==> config.mk <==
export PLATFORM = sky130hd
export DESIGN_NAME = note_player
export DESIGN_NICKNAME = d
export VERILOG_FILES = /design/src/rtl/note_player.sv
export SDC_FILE = /design/constraint.sdc
export NUM_CORES = 1
export LEC_CHECK = 0
export ABC_AREA = 1
export BUFFER_PORTS_ARGS = -buffer_cell sky130_fd_sc_hd__buf_2
export CORE_UTILIZATION = 40
export DETAILED_ROUTE_END_ITERATION = 12
export PLACE_DENSITY = 0.59
export SLEW_MARGIN = 0
export SYNTH_ARGS = -nofsm -noshare
export SYNTH_HDL_FRONTEND = slang
export SYNTH_SLANG_ARGS = --single-unit
==> constraint.sdc <==
create_clock -name clk -period 2.14 [get_ports clk]
set_input_delay 0.428 -clock clk [delete_from_list [all_inputs] [get_ports clk]]
set_output_delay 0.428 -clock clk [all_outputs]
set_load 0.01 [all_outputs]
==> src/rtl/note_player.sv <==
// Note sequencer: loads a note and its duration, looks up the phase step, and gates
// sample strobes to the sine reader until the duration has counted down on beat ticks.

module frequency_rom #(
   parameter int ADDR_W = 6,
   parameter int DATA_W = 20
) (
   input  logic              clk,
   input  logic [ADDR_W-1:0] addr,
   output logic [DATA_W-1:0] dout
);

   logic [ADDR_W-1:0] idx;
   logic [ADDR_W-1:0] semitone;
   logic [ADDR_W-1:0] octave;
   logic [11:0]       base;
   logic [31:0]       wide;
   logic [DATA_W-1:0] dout_d;

   // Note 1 is A1 (55 Hz); each group of 12 semitones is one octave, so the base step doubles.
   always_comb begin
      idx      = addr - ADDR_W'(1);
      semitone = idx % ADDR_W'(12);
      octave   = idx / ADDR_W'(12);
      case (semitone)
         ADDR_W'(0):  base = 12'd1201;
         ADDR_W'(1):  base = 12'd1273;
         ADDR_W'(2):  base = 12'd1349;
         ADDR_W'(3):  base = 12'd1429;
         ADDR_W'(4):  base = 12'd1514;
         ADDR_W'(5):  base = 12'd1604;
         ADDR_W'(6):  base = 12'd1699;
         ADDR_W'(7):  base = 12'd1800;
         ADDR_W'(8):  base = 12'd1907;
         ADDR_W'(9):  base = 12'd2021;
         ADDR_W'(10): base = 12'd2141;
         ADDR_W'(11): base = 12'd2268;
         default:     base = 12'd0;
      endcase
      wide   = 32'(base) << octave;
      dout_d = (addr == '0) ? '0 : DATA_W'(wide);
   end

   always_ff @(posedge clk) begin
      dout <= dout_d;
   end

endmodule

module note_player #(
   parameter int NOTE_W = 6,
   parameter int DUR_W  = 6,
   parameter int STEP_W = 20
) (
   input  logic              clk,
   input  logic              reset,
   input  logic              play_enable,
   input  logic [NOTE_W-1:0] note_to_load,
   input  logic [DUR_W-1:0]  duration_to_load,
   input  logic              load_new_note,
   input  logic              beat,
   input  logic              sample_tick,
   output logic [STEP_W-1:0] step_size,
   output logic              generate_next_sample,
   output logic              phase_reset,
   output logic              busy,
   output logic              note_done
);

   typedef enum logic [1:0] {IDLE, FETCH, PLAY, DONE} state_t;

   state_t            state_q, state_d;
   logic [NOTE_W-1:0] note_q, note_d;
   logic [DUR_W-1:0]  cnt_q, cnt_d;
   logic [STEP_W-1:0] step_q, step_d;
   logic              gen_q, gen_d;
   logic              phase_reset_q, phase_reset_d;
   logic              busy_q, busy_d;
   logic              note_done_q, note_done_d;
   logic [STEP_W-1:0] rom_dout;

   // The ROM is addressed straight from the input, so its registered output is ready in FETCH.
   frequency_rom #(.ADDR_W(NOTE_W), .DATA_W(STEP_W)) u_rom (
      .clk  (clk),
      .addr (note_to_load),
      .dout (rom_dout)
   );

   always_comb begin
      state_d       = state_q;
      note_d        = note_q;
      cnt_d         = cnt_q;
      step_d        = step_q;
      busy_d        = busy_q;
      phase_reset_d = 1'b0;
      note_done_d   = 1'b0;
      gen_d         = sample_tick && play_enable && (state_q == PLAY);
      case (state_q)
         IDLE: begin
            if (load_new_note) begin
               note_d        = note_to_load;
               cnt_d         = duration_to_load;
               busy_d        = 1'b1;
               phase_reset_d = 1'b1;
               state_d       = FETCH;
            end
         end
         FETCH: begin
            step_d  = (note_q == '0) ? '0 : rom_dout;
            state_d = PLAY;
         end
         PLAY: begin
            // A zero-length note finishes without waiting for a beat.
            if (cnt_q == '0) begin
               state_d     = DONE;
               note_done_d = 1'b1;
            end else if (beat && play_enable) begin
               cnt_d = cnt_q - DUR_W'(1);
               if (cnt_q == DUR_W'(1)) begin
                  state_d     = DONE;
                  note_done_d = 1'b1;
               end
            end
         end
         DONE: begin
            busy_d  = 1'b0;
            state_d = IDLE;
         end
         default: state_d = IDLE;
      endcase
   end

   always_ff @(posedge clk or posedge reset) begin
      if (reset) begin
         state_q       <= IDLE;
         note_q        <= '0;
         cnt_q         <= '0;
         step_q        <= '0;
         gen_q         <= 1'b0;
         phase_reset_q <= 1'b0;
         busy_q        <= 1'b0;
         note_done_q   <= 1'b0;
      end else begin
         state_q       <= state_d;
         note_q        <= note_d;
         cnt_q         <= cnt_d;
         step_q        <= step_d;
         gen_q         <= gen_d;
         phase_reset_q <= phase_reset_d;
         busy_q        <= busy_d;
         note_done_q   <= note_done_d;
      end
   end

   assign step_size            = step_q;
   assign generate_next_sample = gen_q;
   assign phase_reset          = phase_reset_q;
   assign busy                 = busy_q;
   assign note_done            = note_done_q;

endmodule

After elaboration in Yosys (flattened, before gate mapping)
Memories as Yosys holds them, arrays and structs flattened. Index checks and enable logic that the tools add are counted.

Flip-flop bits (word level): 58. ROM bits: 192. Output and inout port bits: 24. Word-level logic and storage cells: 57. Memories kept: 1.

$add $sub $neg: 2. Divide/modulo/power cells: 2. Equal/unequal tests: 9. Shifts and indexed selects: 1. Muxes and demuxes: 19. Reductions and logical operators: 14.

Memory list: (name not given) (words 16, width 12, rd ports 1, clocked after memory_dff 0, wr ports 0, RTL line 25) `case (semitone)`.

Operators with widths (number): two-way mux 20 bit (1); left shift 12 x 6 -> 20 bit (1); logical NOT 6 bit (3); two-way mux 6 bit (3); two-way mux 12 bit (1); case mux 6 bit (2 select lines) (1); subtractor 6 x 1 -> 6 bit, second input constant (2); two-way mux 2 bit (4); case mux 2 bit (4 select lines) (1); two-way mux 1 bit (7); divider 6 x 4 -> 6 bit, second input constant (1); == test 6 x 1 -> 1 bit, second input constant (1); remainder unit 6 x 4 -> 6 bit, second input constant (1); inequality test 3 x 1 -> 1 bit, second input constant (2); == test 2 bit, second input constant (2); logical NOT 2 bit (2); inequality test 2 bit, second input constant (2); AND reduction 2 bit (2); AND reduction 4 bit (1); nonzero test 2 bit (2); logical AND 1 bit (3); AND reduction 3 bit (1); == test 2 x 1 -> 1 bit, second input constant (1); inequality test 2 x 1 -> 1 bit, second input constant (1); case mux 1 bit (2 select lines) (1).

Depth between registers and ports, before layout
Word-level depth: 5. Depth in mapped cells: 19.

Modules after synthesis
From an unflattened synthesis, not the netlist that was laid out.

Cell total of the unflattened synthesis: 432. Area, all modules: 3191.8 µm².

By module, submodules not included: note_player (times used 1, cells each 220, area each 1853.0 µm², seq. area each 950.9 µm²); frequency_rom (times used 1, cells each 212, area each 1338.8 µm², seq. area each 380.4 µm²).

Worst setup path after synthesis
No wires, ideal clock.

Path kind: input port to flip-flop. Start point: input port note_to_load[0]. End point: register u_rom.dout[15]. Setup time: 115 ps. Data arrival time: 2064 ps. Data required time: 2025 ps. Slack: -39 ps. Cell stages on the path: 16. Buffers on the path: 0. Path through: inv_2 ha_1 nand3_1 nand2_2 nand2_1 nand2_1 nand3_2 nand2_2 o21ai_2 nand2_2 inv_4 a21oi_2 nor2_2 nand2_1 o21ai_2 and2_1.

Longest elaborated chain between the ends: 5. Elaborated cells on any way between the ends: 8. Classes of those cells: 1 x add/sub; 2 x div; 1 x shift; 1 x mux; 2 x reduce/logical; 1 x memory.

Ends and longest elaborated chain: start: declaration (RTL line 58) `input logic [NOTE_W-1:0] note_to_load,`; subtractor 6 x 1 -> 6 bit (RTL line 22) `idx = addr - ADDR_W'(1);`; remainder unit 6 x 4 -> 6 bit (RTL line 23) `semitone = idx % ADDR_W'(12);`; memory read (16 x 12 bit) / logical NOT 2 bit (equally long branches); two-way mux 12 bit (RTL line 25); left shift 12 x 6 -> 20 bit (RTL line 40) `wide = 32'(base) << octave;`; end signal: assignment (RTL line 45) `dout <= dout_d;`; end: declaration (RTL line 10) `output logic [DATA_W-1:0] dout`.

Several ways; a longest one is shown, not always the timed one. A chain may end at the register's enable or synchronous reset.

Worst setup path after layout
Start point: input port note_to_load[1]. End point: register u_rom.dout[10].

Same word-level chain as after synthesis.

==> results_tabular.tex <==
\begin{tabular}{lr}
\hline
Metric & Value \\
\hline
\multicolumn{2}{l}{\textbf{Outcome}} \\
Result of the run & finished, final reports clean \\
\multicolumn{2}{l}{\textbf{Power and ir drop}} \\
Switching Share & 41.5\% \\
Switching Power & 1.71 mW \\
Internal Power & 2.40 mW \\
Worst vdd ir & 0.334 mV \\
Sequential group share of total power & between 30 and 40\% \\
Power per cell area & around 1100 nW/µm² \\
Combinational fraction of design power & 46.1\% \\
Clock share of power & 14.4\% \\
Total Power & about 4.1 mW \\
Leakage power figure & 1.96 nW \\
\multicolumn{2}{l}{\textbf{Synthesis}} \\
Xor/xnor share of the synthesized area & 1.16\% \\
List of most frequent post-synthesis cells & 91 x nand2\_1, 72 x nand3\_1, 47 x inv\_1 \\
Mean Syn Cell Area & 7.53 µm² \\
Top-area cell type share of the netlist area & a little under a third \\
Leading cell type by number of instances after synthesis & nand2\_1 \\
Register bit count reported by yosys & 56 \\
Cell area after synthesis & $\sim$3000 µm² \\
Area leader, netlist & dfrtp\_1 \\
Number of distinct library cells after synthesis & 34 \\
Yosys Warn Count & 0 \\
Compound-Gate Fraction of Synth Area & 10.4\% \\
Mux cell area share after synthesis & 0\% \\
Cells taking the most area after synthesis & dfrtp\_1 31\%, dfxtp\_1 13\%, nand3\_1 12\% \\
Number of enable-type register cells in the synthesized netlist & 0 \\
Main combinational cell family by area after synthesis & simple AND/OR/NAND/NOR gates \\
Gate Count Post-Synth & about 400 \\
Share of synthesized flip-flops with an asynchronous set or reset & 66.1\% \\
Leading register cell type out of synthesis & dfrtp\_1 \\
Simple-Gate Fraction of Synth Area & between 30\% and 40\% \\
Share of synthesized cell area in full adder, half adder and majority cells & 5.39\% \\
Sequential-to-total area share from yosys stat & between 40\% and 50\% \\
\multicolumn{2}{l}{\textbf{Min path}} \\
Worst Hold Class & primary input to async pin \\
\multicolumn{2}{l}{\textbf{Drt}} \\
Routed vias/inst & about 4.8 \\
Average wire per cell in the routed design & around 12 µm \\
Number of vias in the routed layout & 2,716 \\
DRC viols & 0 \\
Antenna viol nets, final & 0 \\
First-pass iteration count of the detailed router & 4 \\
Aggregate routed wire length & 6680 µm \\
First-iteration detailed-routing DRC count & 96 \\
\multicolumn{2}{l}{\textbf{Worst setup path}} \\
Worst stage delay on the critical path & 170 ps \\
CP dominant cell by count & nand2\_1 \\
Critical path required time & between 2000 and 2500 ps \\
Kind of start point of the critical path & primary input \\
Setup slack, reg-to-reg & $\sim$460 ps \\
CP endpoint kind & flip-flop \\
Chain of cells forming the critical path & buf\_2, inv\_2, ha\_4, nand2\_1, nand2\_1, nand2\_2, nand2\_1, nand2\_2, nand3\_4, nand3\_4, nand2\_8, buf\_12, buf\_4, a21oi\_4, nand2\_1, nand3\_1, nand3\_1, nand2\_1 \\
Buffering stage count on the worst path with inverters included & 4 \\
Launching point of the worst reg2reg path & note\_q[0] \\
WS Path Type & primary input to flip-flop \\
Crit Path Max Fanout & 10 \\
Slowest cell on the critical path & buf\_4 \\
Worst-case reg-to-reg path depth & 4 \\
Family with the most delay on the worst path & simple AND/OR/NAND/NOR gates \\
Worst endpoint data arrival time & 2300 ps \\
FF-to-FF End & step\_size[9] \\
\multicolumn{2}{l}{\textbf{STA}} \\
RSZ-0062 raised after global routing & true \\
Final critical delay including setup and external delays & 2050 ps \\
Worst hold slack & 208 ps \\
Final number of max-transition violations & 0 \\
Relative slew slack & between 50 and 60\% \\
Post-route clock period utilization & a little over nine tenths \\
Post-route setup slack & 94.7 ps \\
Final worst clock skew & about 5.4 ps \\
Slew at the pin closest to its max-slew limit & 636 ps \\
FMAX & 0.489 GHz \\
Number of endpoints failing setup at the final stage & 0 \\
Number of hold violations in the final report & 0 \\
\multicolumn{2}{l}{\textbf{Place}} \\
Worst setup timing slack at the placement stage & -190 ps \\
IO buf count & 40 \\
Post-DP HPWL & 4800 µm \\
Post-placement cell count & between 500 and 600 \\
Gpl congestion & 0.858 \\
\multicolumn{2}{l}{\textbf{Floorplan}} \\
Effective utilization at floorplan & 41.4\% \\
Height of the die & approximately 89 µm \\
Width of the die & 88.9 µm \\
Cell Rows & 31 \\
Core area & 7290 µm² \\
Area of the die & 7900 µm² \\
Count of pins on the block boundary & 42 \\
\multicolumn{2}{l}{\textbf{Layout}} \\
N\_diodes & 0 \\
Area used by multi-input combinational logic & between 1500 and 2000 µm² \\
Nets@finish & 500 \\
Share of final-layout standard cells stronger than drive strength 1 & 28.3\% \\
FF+latch area & 1310 µm² \\
Share of the core filled with cells in the final layout & a little over half \\
Layout area overhead & 28.7\% \\
Non-filler instance count after layout & 569 \\
Number of filler cells placed in the layout & roughly 770 \\
\multicolumn{2}{l}{\textbf{Global route}} \\
Maximum number of pins on one net before global-route repair & 39 \\
Antenna violations before repair & 0 \\
Remaining global-route overflow & 0 \\
Number of global-route vias before repair & 2,429 \\
Wire length of the first global-routing pass & 10,800 µm \\
GRT Util Overall & 17.3\% \\
\multicolumn{2}{l}{\textbf{Clock network}} \\
CTS tree & built \\
Total CTS buffers & 5 \\
CTS root buffer & clkbuf\_8 \\
Hold buffers post-CTS & 0 \\
Clock tree buffer depth & 2 \\
Number of H-tree branching levels & 2 \\
Insertion delay of the later-clocked pin in the worst-skew pair & slightly above 300 ps \\
Clock net sink count & 56 \\
Clock-pin slew on the worst setup and hold paths & 100 ps \\
\multicolumn{2}{l}{\textbf{Run}} \\
Max capacitance violation total & 0 \\
\hline
\end{tabular}
[worst max-delay path by stage]
stage                    startpoint              to  slack, ps  depth (start not counted)
CTS                 note_to_load[1]   u_rom.dout[4]        160                         17
floorplan           note_to_load[1]  u_rom.dout[10]         30                         14
global route        note_to_load[1]   u_rom.dout[4]        -20                         19
detailed placement  note_to_load[0]  u_rom.dout[11]       -190                         20
finish              note_to_load[1]  u_rom.dout[10]         90                         18
global placement    note_to_load[0]  u_rom.dout[11]       -140                         18
[worst min-delay path: cells and delay by family]
kind | cells | cell delay (ps)
buffers and inverters | 3 | 530
[state kept, by name, indices dropped and copies added (netlist names)]
name	flops
busy	1
state_q	2
generate_next_sample	1
u_rom.dout	19
note_q	6
phase_reset	1
note_done	1
cnt_q	6
step_size	19
[layer usage]
layer	up-vias	GRT usage (%)	wire [µm]
met2	59	27.3	3000
met5	-	0	0
met4	0	5.28	88
met1	1214	24.4	3370
met3	9	2.61	220
li1	1434	-	-
[what timing repair did]
item / in CTS / in global routing
resized for setup: 0 / 46
setup endpoints to repair: 0 / 12
hold endpoints to repair: 0 / 0
buffers inserted: 0 / 1
[layout make-up]
type / count / area share (%)
Clock inverter: 3 / 0.644
Multi-Input combinational cell: 283 / 43.5
Sequential cell: 56 / 33.6
Tap cell: 99 / 3.19
Timing Repair Buffer: 70 / 11.7
Timing Repair inverter: 1 / 0.129
Clock buffer: 5 / 1.77
Inverter: 52 / 5.44
[cell usage in the layout (no fill, tap or decap), types with 12 or more instances in the layout]
master and instances:
dfrtp_1 37, inv_1 44, nand2_2 13, nand3_2 12, nand3_1 60, dfxtp_1 19
buf_2 40, buf_4 27, nor2_1 16, nand2_1 83, o21ai_0 37, ha_1 12
[kinds of logic after synthesis]
kind of cell,count (synthesis)
compound gates,56
xor+xnor,4
fa+ha+maj,13
buf+inv,65
flops,56
other cells,1
simple gates,206
[per-stage QoR]
step | instance area [µm²] | setup TNS [ps]
CTS | 3650 | 0
finish | 3880 | 0
detailed placement | 3550 | -2420
global route | 3880 | -147
global placement | 3550 | -1710
floorplan | 3050 | 0
[power groups by stage]
stage	Clock, mW	Combinational, mW	Sequential, mW
final	0.592	1.89	1.62
after global routing	0.663	2.18	1.67
after CTS	0.621	1.77	1.62
after detailed placement	0	1.76	1.65
after global placement	0	1.74	1.64
after floorplan	0	1.11	1.71
(Power assumes the default switching activity.)
